File: src/rtl/pc_sequencer.sv
// pc_sequencer: program-counter owner arbitrating sequential, jump, branch, call/return and halt,
// with a small return-address stack and run/halt/fault status.
module pc_sequencer #(
  parameter int PW = 9,
  parameter int OW = 8,
  parameter int SD = 4,
  parameter int START_ADDR = 0
) (
  input  logic                  clk,
  input  logic                  reset,
  input  logic                  start,
  input  logic                  stall,
  input  logic                  jump_en,
  input  logic                  branch_en,
  input  logic                  call_en,
  input  logic                  ret_en,
  input  logic                  halt_req,
  input  logic [PW-1:0]         target,
  input  logic [OW-1:0]         offset,
  output logic [PW-1:0]         prog_ctr,
  output logic                  redirect,
  output logic                  running,
  output logic                  done,
  output logic                  fault,
  output logic [1:0]            fault_code,
  output logic [$clog2(SD):0]   depth
);
  localparam int AW = $clog2(SD);
  localparam logic [AW:0] FULL = (AW+1)'(SD);
  localparam logic [AW:0] D1 = 1;
  localparam logic [PW-1:0] P1 = 1;
  typedef enum logic [1:0] {IDLE, RUN, HALT, FAULT} state_t;
  state_t state_q, state_d;
  logic [PW-1:0] pc_q, pc_d;
  logic redirect_q, redirect_d;
  logic [1:0] fc_q, fc_d;
  logic [AW:0] depth_q, depth_d;
  logic [PW-1:0] stk_q [SD];
  logic [PW-1:0] stk_d [SD];
  logic [PW-1:0] off_ext;
  logic [AW-1:0] top;
  assign off_ext = PW'($signed(offset));
  assign top = AW'(depth_q - D1);
  always_comb begin
    state_d = state_q;
    pc_d = pc_q;
    redirect_d = 1'b0;
    fc_d = fc_q;
    depth_d = depth_q;
    stk_d = stk_q;
    if (state_q == IDLE && start) begin
      state_d = RUN;
      pc_d = PW'(START_ADDR);
    end else if (state_q == RUN && !stall) begin
      if (halt_req) begin
        state_d = HALT;
      end else if (ret_en) begin
        if (depth_q == '0) begin
          state_d = FAULT;
          fc_d = 2'b10;
        end else begin
          pc_d = stk_q[top];
          depth_d = depth_q - D1;
          redirect_d = 1'b1;
        end
      end else if (call_en) begin
        if (depth_q == FULL) begin
          state_d = FAULT;
          fc_d = 2'b01;
        end else begin
          stk_d[depth_q[AW-1:0]] = pc_q + P1;
          pc_d = target;
          depth_d = depth_q + D1;
          redirect_d = 1'b1;
        end
      end else if (jump_en || branch_en) begin
        pc_d = jump_en ? target : pc_q + off_ext;
        redirect_d = 1'b1;
      end else begin
        pc_d = pc_q + P1;
      end
    end
  end
  always_ff @(posedge clk) begin
    if (reset) begin
      state_q <= IDLE;
      pc_q <= '0;
      redirect_q <= 1'b0;
      fc_q <= 2'b00;
      depth_q <= '0;
    end else begin
      state_q <= state_d;
      pc_q <= pc_d;
      redirect_q <= redirect_d;
      fc_q <= fc_d;
      depth_q <= depth_d;
      stk_q <= stk_d;
    end
  end
  assign prog_ctr = pc_q;
  assign redirect = redirect_q;
  assign running = state_q == RUN;
  assign done = state_q == HALT;
  assign fault = state_q == FAULT;
  assign fault_code = fc_q;
  assign depth = depth_q;
endmodule
File: config.mk
export PLATFORM = sky130hd
export DESIGN_NAME = pc_sequencer
export DESIGN_NICKNAME = d
export VERILOG_FILES = /design/src/rtl/pc_sequencer.sv
export SDC_FILE = /design/constraint.sdc
export NUM_CORES = 1
export LEC_CHECK = 0
export BUFFER_PORTS_ARGS = -buffer_cell sky130_fd_sc_hd__buf_4
export CAP_MARGIN = 15
export CELL_PAD_IN_SITES_DETAIL_PLACEMENT = 1
export CELL_PAD_IN_SITES_GLOBAL_PLACEMENT = 1
export CORE_MARGIN = 2
export CORE_UTILIZATION = 48
export CTS_CLUSTER_SIZE = 12
export DETAILED_ROUTE_END_ITERATION = 8
export PLACE_DENSITY = 0.83
export SLEW_MARGIN = 20
export SYNTH_ARGS = -nofsm -noshare
export SYNTH_HDL_FRONTEND = slang
export SYNTH_SLANG_ARGS = --single-unit
export TNS_END_PERCENT = 5
File: constraint.sdc
create_clock -name clk -period 4.1 [get_ports clk]
set_input_delay 0.205 -clock clk [delete_from_list [all_inputs] [get_ports clk]]
set_output_delay 0.205 -clock clk [all_outputs]
set_load 0.03 [all_outputs]
### Word-level counts from Yosys, hierarchy flattened

Cells that the tools add are included.

* input bits: 26
* word-level logic and storage cells: 89
* bits in registers: 53
* output and inout bits: 18

* order comparisons: 3
* reductions and logical operators: 22
* equal/unequal tests: 10
* muxes and demuxes: 32
* bitwise gates (word level): 8
* add/sub/neg operators: 4

Operators by type and width (count)
* $mux 9: 9
* $bwmux 36: 1
* $bmux 9 s2: 1
* $demux 9 s2: 1
* $mux 2: 9
* $mux 3: 4
* $reduce_and 4->1: 3
* $reduce_and 6->1: 2
* $add 9x1->9 const B: 1
* $add 9x9->9: 1
* $reduce_bool 4->1: 2
* $mux 1: 7
* $reduce_and 7->1: 1
* $ge 3x3->1 const B: 2
* $not 1->1: 6
* $not 2->3: 2
* $reduce_bool 2->1: 3
* $reduce_bool 3->1: 2
* $eq 2x2->1 const B: 2
* $ne 2x2->1 const B: 2
* $ne 4x1->1 const B: 1
* $reduce_or 4->1: 1
* $add 3x1->3 const B: 1
* $eq 3x3->1 const B: 1
* 12 further kinds: 14

### Longest topological paths before layout

Gate-level depths: netlist of run 1.

* depth after elaboration: 7
* mapped depth: 9
* mapped depth without buffers: 7

### Worst setup path before layout of run 1

OpenSTA, ideal clock, no wires.

* kind: reg-to-reg
* from: register depth_q[0], in the netlist depth[0]
* to: register pc_q[7], in the netlist prog_ctr[7]
* setup time: 0.120 ns
* path buffers: 2
* path slack: 1.461 ns
* data required time: 3.980 ns
* clock period less this slack: 2.639 ns
* data arrival time: 2.519 ns
* cell stages (with the launch flop): 9
* cell sequence: dfxtp_1 -> buf_2 -> inv_1 -> ha_1 -> and4b_1 -> or3_1 -> buf_6 -> a221o_1 -> o31a_1

* word-level cells in the longest chain between the ends: 7
* elaborated cells on any way between the ends: 12
* classes of those cells: 1 x add/sub; 3 x eq/ne; 5 x mux; 1 x bitwise; 2 x reduce/logical

Ends and longest elaborated chain
* start: declaration: RTL line 37 `logic [AW:0] depth_q, depth_d;`
* start signal: assignment: RTL line 96 `depth_q <= depth_d;`
* $sub 3x1->3
* via top[0]: RTL line 41 `logic [AW-1:0] top;`
* $not 2->3 (implied by the code): RTL line 62 `pc_d = stk_q[top];`
* $bmux 9 s2: RTL line 62
* $mux 9 (implied by the code) (2 in series): RTL line 62
* $mux 9: RTL line 58 `if (depth_q == '0) begin`
* $mux 9: RTL line 57 `end else if (ret_en) begin`
* end signal: assignment: RTL line 93 `pc_q <= pc_d;`
* end: declaration: RTL line 34 `logic [PW-1:0] pc_q, pc_d;`

The timed path passes the listed nets, and every way through them passes these cells. The select of a mux whose other input is x is not followed.
A chain may end at the register's enable or synchronous reset.

### Final worst setup path of run 1

* from: register depth_q[0], in the netlist depth[0]
* to: register pc_q[5], in the netlist prog_ctr[5]

The elaborated chain is that of the path after synthesis.

==> flow_summary.toml, run 1 <==
[floorplanning]
pin_count = 44
fp-row-count = 28
die_y_um = 81.8
dieArea_mm2 = 0.00669
coreArea_mm2 = 0.00589
die_x_um = 81.8
start_util = 0.494

[cells_and_area]
fill_cells = 651
multi_input_comb_area_mm2 = 0.00142
final_layout_size_suffix_gt1_frac = 0.215
final_cells = 373
area_growth_pct = 16.1
n_antenna_cell = 0
final_util = 0.574
final_common_cell = "buf_4"
regArea_mm2 = 0.00142
final_cell_mix = "44 x buf_4, 36 x edfxtp_1, 24 x nor2_1, 17 x dfxtp_1, 14 x ha_1"
nNetsFinal = 338

[synthesis]
avgSynthCellArea_um2 = 11.4
ys_ff_latch = 53
synth_cell_type_count = 51
seq_area_frac_synth = 0.489
yosys_warnings = 0
syn_nets = 296
synthTopCellsByArea = "edfxtp_1 37%, dfxtp_1 12%, mux4_2 7.0%, ha_1 6.0%, nor2_1 3.1%"
netlist_area_mm2 = 0.00291
synth_top_cell_by_area = "edfxtp_1"
ys.flop_type = "edfxtp_1"
synthArstFlopShare = 0
yosysTopAreaCellShare = 0.372
netlist_instances = 255
synth-edff-count = 36

[detailed_routing]
drtIter0Drc = 140
dr.pass1.iters = 4
wl_per_cell_um = 20.3
drt-vias-per-instance = 5.87
drc_errors = 0
vias = 2190
drt-total-wl_um = 7580
detail-route-antenna-nets = 0

[pwr]
irDropWorstVdd_mv = 0.189
leakagePower_nw = 1.31
pwr_density_cell_mw_per_mm2 = 294

[grt]
grt.busiest_layer = "met2"
grt_util_met3 = 0.0418
use_met2 = 0.408
grt_use_met1 = 0.328
grt_pass1_wl_um = 11900
grt_start_max_net_pins = 22
overflow = 0
track_usage = 0.243
grt_pass1_vias = 2297
antenna_found_initial = 0

[worst_hold_path]
hold_class = "input port to flop"

[timing]
max-slew-margin-rel = 0.395
fin_ws_ps = 1450
finalCritPeriodShare = 0.646
whs_ps = 131
hold_viol = 0
finClkSkew_ps = 8.16
finalMaxSlewViolations = 0
fmax_ghz = 0.378
finalSetupViolCount = 0
worst_pin_slew_ps = 900
period_minus_slack_ps = 2650
rsz0062_at_grt = "false"
tns_ps = 0

[clock_network]
cts-root-buf = "clkbuf_8"
post_cts_buffers = 0
numCtsBuffers = 5
clkLatencyLatePin_ps = 310
cts_tree = "done"
hold_buffers = 0
clk_path_buf_depth = 2
clkSinkCount = 53
clk_pin_slew_ps = 100
cts_max_level = 2
post_cts_resized = 0

[setup_path]
reg2reg_slack_ps = 1450
worstPathArrival_ps = 2880
cp.required_ps = 4330
cp-start-kind = "flop"
cp_max_fo = 13
cp-end-kind = "flop"
worstSetupPathType = "flop to flop"

[placed_design]
dp_cells = 365
gp_congestion = 0.767
dpl.hpwl_um = 5680
dpl_worst_slack_ps = 1510
io_buffers = 43

[flow_run]
drv_cap = 0

[run_status]
status = "finished, final reports clean"
==> metrics by stage <==
stage,power (mW),instance area (um2)
5_1_grt,1.03,3380
3_3_place_gp,0.698,3290
2_1_floorplan,0.655,2910
3_5_place_dp,0.702,3290
6_report,0.992,3380
4_1_cts,0.997,3380
==> worst max-delay path, stage by stage, from the launching register on <==
cell and delay, ps:
dfxtp_1 330, buf_4 250, inv_1 140, ha_1 290, and4b_1 250, nor3_1 740, o211ai_1 190, a21o_1 220
a41oi_1 150
==> Yosys cell counts, drive strengths merged (2+ instances only) <==
cell	number
o21a	2
a21oi	13
a221oi	2
nor2b	2
nand2	13
a21o	5
buf	3
or3	4
o211ai	3
xor2	4
o31ai	3
nand3	11
ha	14
a211oi	7
mux4	9
nor2	24
or2	2
nor3	6
a2bb2oi	2
o21ai	8
nand2b	5
nor3b	5
edfxtp	36
clkbuf	6
a31oi	3
and3	3
inv	5
xnor2	9
mux2i	6
dfxtp	17
and2	6
==> cell type report <==
| class | instances | area share |
|---|---|---|
| Timing Repair Buffer | 44 | 0.0979 |
| Sequential cell | 53 | 0.421 |
| Tap cell | 75 | 0.0278 |
| Clock inverter | 2 | 0.00445 |
| Clock buffer | 6 | 0.0215 |
| Multi-Input combinational cell | 188 | 0.422 |
| Inverter | 5 | 0.00556 |
==> report_power, final <==
part / total, mW / internal (mW) / switching, mW
sequential: 0.573 / 0.568 / 0.00502
combinational: 0.117 / 0.0519 / 0.0653
clock: 0.302 / 0.121 / 0.181
==> cells by family after synthesis <==
family,share of synthesized area
flops,0.489
xor+xnor,0.0392
mux,0.0904
simple gates,0.161
compound gates,0.132
buf+inv,0.0211
fa+ha+maj,0.0672
==> worst paths after layout <==
| kind | depth (start not counted) | from | endpoint |
|---|---|---|---|
| hold / removal | 2 | reset | state_q[0]$_SDFFE_PP0P_ |
| hold reg to reg | 2 | fault_code[1]$_SDFFE_PP0P_ | fault_code[1]$_SDFFE_PP0P_ |
| setup / recovery | 8 | depth[0]$_SDFFE_PP0P_ | prog_ctr[5]$_SDFFE_PP0P_ |
| setup reg to reg | 8 | depth[0]$_SDFFE_PP0P_ | prog_ctr[5]$_SDFFE_PP0P_ |
==> state kept, by name, indices dropped and copies added (netlist names) <==
name / flops
fault_code: 2
prog_ctr: 9
stk_q: 36
depth: 3
redirect: 1
state_q: 2
==> per-layer routing <==
metal	wire, um	up-vias
met5	0	-
met4	88	0
met3	219	9
met2	3860	35
met1	3410	1093
li1	-	1053
Power figures use the tool's default switching activity.
==> inputs of run 2 (changes only) <==
Settings changed: CORE_UTILIZATION 48 to 45, PLACE_DENSITY 0.83 to 0.78.
Clock period 4.1 ns to 2.75 ns, I/O delays scaled along.
==> run 2 against run 1 <==
  * Worst setup slack worse by 1100 ps
  * Utilization down 3.2 points
  * Largest power group unchanged
  * Final area increased by 1.4%
  * Clock power grew 86%
  * Register-to-register slack got worse by 1100 ps
  * Count of clock-buffer cells in the layout fell by 1
  * Fmax increased by 11%
  * Critical path type unchanged
  * Critical path depth decreased by 5
  * Non-clock buffer count grew 2
==> flow_summary.toml, run 2 (synthesized netlist as in run 1, its figures left out) <==
[run_status]
status = "finished, final reports clean"

[cells_and_area]
n_antenna_cell = 0
final_common_cell = "buf_4"
stdcell_area_mm2 = 0.00342
final_cell_mix = "46 x buf_4, 36 x edfxtp_1, 24 x nor2_1, 17 x dfxtp_1, 14 x ha_1"
final_layout_size_suffix_gt1_frac = 0.223
largest_reg_flops = 36
top_register = "stk_q"
nNetsFinal = 340
fill_cells = 685
area_growth_pct = 17.7

[setup_path]
crit_slowest_cell = "or4b_4"
reg2reg_slack_ps = 360
critical-path-max-stage-delay_ps = 600
cp-end-kind = "flop"
worstPathArrival_ps = 2360
worstSetupPathType = "flop to flop"
cp_max_fo = 9
cp-start-kind = "flop"
path_cells = "or4b_4 > nor4b_1 > and2_1"
critPathBufInv = 0
cpLargestDelayFamily = "simple AND/OR/NAND/NOR gates"
r2r_cells = 3
cp.required_ps = 2730
reg2reg_to = "stk_q[13]$_DFFE_PP_"
reg2reg_from = "state_q[1]$_SDFFE_PP0P_"

[pwr]
pwr_density_cell_mw_per_mm2 = 465
p_int_mw = 1.20
combPwrFrac = 0.109
seqPwrFrac = 0.537
p_switching_mw = 0.388
clkPwrFrac = 0.353
swShare = 0.244
leakagePower_nw = 1.34
irDropWorstVdd_mv = 0.293

[timing]
finalSetupViolCount = 0
finalMaxSlewViolations = 0
period_minus_slack_ps = 2390
finalCritPeriodShare = 0.869
fmax_ghz = 0.419
max-slew-margin-rel = 0.582
tns_ps = 0
rsz0062_at_grt = "false"
finClkSkew_ps = 9.08
hold_viol = 0
worst_pin_slew_ps = 618

[floorplanning]
coreArea_mm2 = 0.00631
dieArea_mm2 = 0.00712
die_y_um = 84.4
die_x_um = 84.4
start_util = 0.460
fp-row-count = 29
pin_count = 44

[placed_design]
placed_area_mm2 = 0.00331
io_buffers = 43
dpl.hpwl_um = 5620
gp_congestion = 0.810

[clock_network]
hold_buffers = 0
clk_pin_slew_ps = 100
clkSinkCount = 53
post_cts_resized = 0
clkLatencyLatePin_ps = 320
cts_tree = "done"
numCtsBuffers = 5
post_cts_buffers = 0
clk_path_buf_depth = 2
cts_max_level = 2
cts-root-buf = "clkbuf_8"

[grt]
grt_pass1_wl_um = 12300
antenna_found_initial = 0
grt_start_max_net_pins = 22
grt_pass1_vias = 2307
overflow = 0
track_usage = 0.220

[detailed_routing]
drt-total-wl_um = 7240
drc_errors = 0
vias = 2169
dr.pass1.iters = 4
detail-route-antenna-nets = 0
drtIter0Drc = 37
drt-vias-per-instance = 5.75
wl_per_cell_um = 19.2

[worst_hold_path]
hold_class = "input port to flop"
min_to = "depth[2]$_SDFFE_PP0P_"
holdPathStages = 2
hold_start = "reset"

[flow_run]
drv_cap = 0
-- run 2: changes by cell type in the layout (fill, tap and decap cells not counted) --
cell,delta
clkbuf_1,-1
clkinvlp_4,-2
inv_6,+2
bufinv_16,+1
buf_4,+2
-- run 2: layout make-up --
cell class	count	area [um2]	share of cell area
multi-input combinational	188	1420	0.416
inverter	5	18.8	0.00548
clock inverter	3	47.5	0.0139
clock buffer	5	68.8	0.0201
tap	77	96.3	0.0282
sequential	53	1420	0.415
timing repair buffer	46	345	0.101
-- run 2: per-layer routing --
| metal | routed length, um | vias up | global-route usage | share of wire |
|---|---|---|---|---|
| li1 | - | 1056 | - | - |
| met1 | 3500 | 1067 | 0.324 | 0.48 |
| met5 | 0 | - | 0 | 0 |
| met4 | 144 | 0 | 0.0722 | 0.020 |
| met2 | 3410 | 34 | 0.340 | 0.47 |
| met3 | 182 | 12 | 0.0285 | 0.025 |
-- run 2: power groups by stage --
| stage | clock, mW | combinational, mW | sequential [mW] |
|---|---|---|---|
| final | 0.562 | 0.174 | 0.855 |
| after global routing | 0.608 | 0.192 | 0.856 |
| after CTS | 0.579 | 0.175 | 0.855 |
| after detailed placement | 0 | 0.173 | 0.873 |
| after global placement | 0 | 0.171 | 0.872 |
| after floorplan | 0 | 0.0998 | 0.877 |
-- run 2: per-stage QoR --
stage                     hold slack (ps)  worst slack, ps  utilization  cells  total power [mW]
after CTS                            57.2              314        0.542    377              1.61
after global routing                 62.7              143        0.542    377              1.66
after global placement                394              477        0.524    369              1.04
after floorplan                       324              111            -    255             0.977
final                                66.5              361        0.542    377              1.59
after detailed placement              403              325        0.524    369              1.05
-- run 2: how the worst max path moves through the flow --
stage | cells after the start | slack, ps | endpoint | start
final | 3 | 360 | stk_q[13]$_DFFE_PP_ | state_q[1]$_SDFFE_PP0P_
after global routing | 7 | 140 | prog_ctr[6]$_SDFFE_PP0P_ | prog_ctr[0]$_SDFFE_PP0P_
after CTS | 3 | 310 | stk_q[13]$_DFFE_PP_ | state_q[0]$_SDFFE_PP0P_
after detailed placement | 3 | 330 | stk_q[12]$_DFFE_PP_ | state_q[0]$_SDFFE_PP0P_
after global placement | 7 | 480 | prog_ctr[8]$_SDFFE_PP0P_ | prog_ctr[0]$_SDFFE_PP0P_
after floorplan | 8 | 110 | prog_ctr[7]$_SDFFE_PP0P_ | depth[0]$_SDFFE_PP0P_
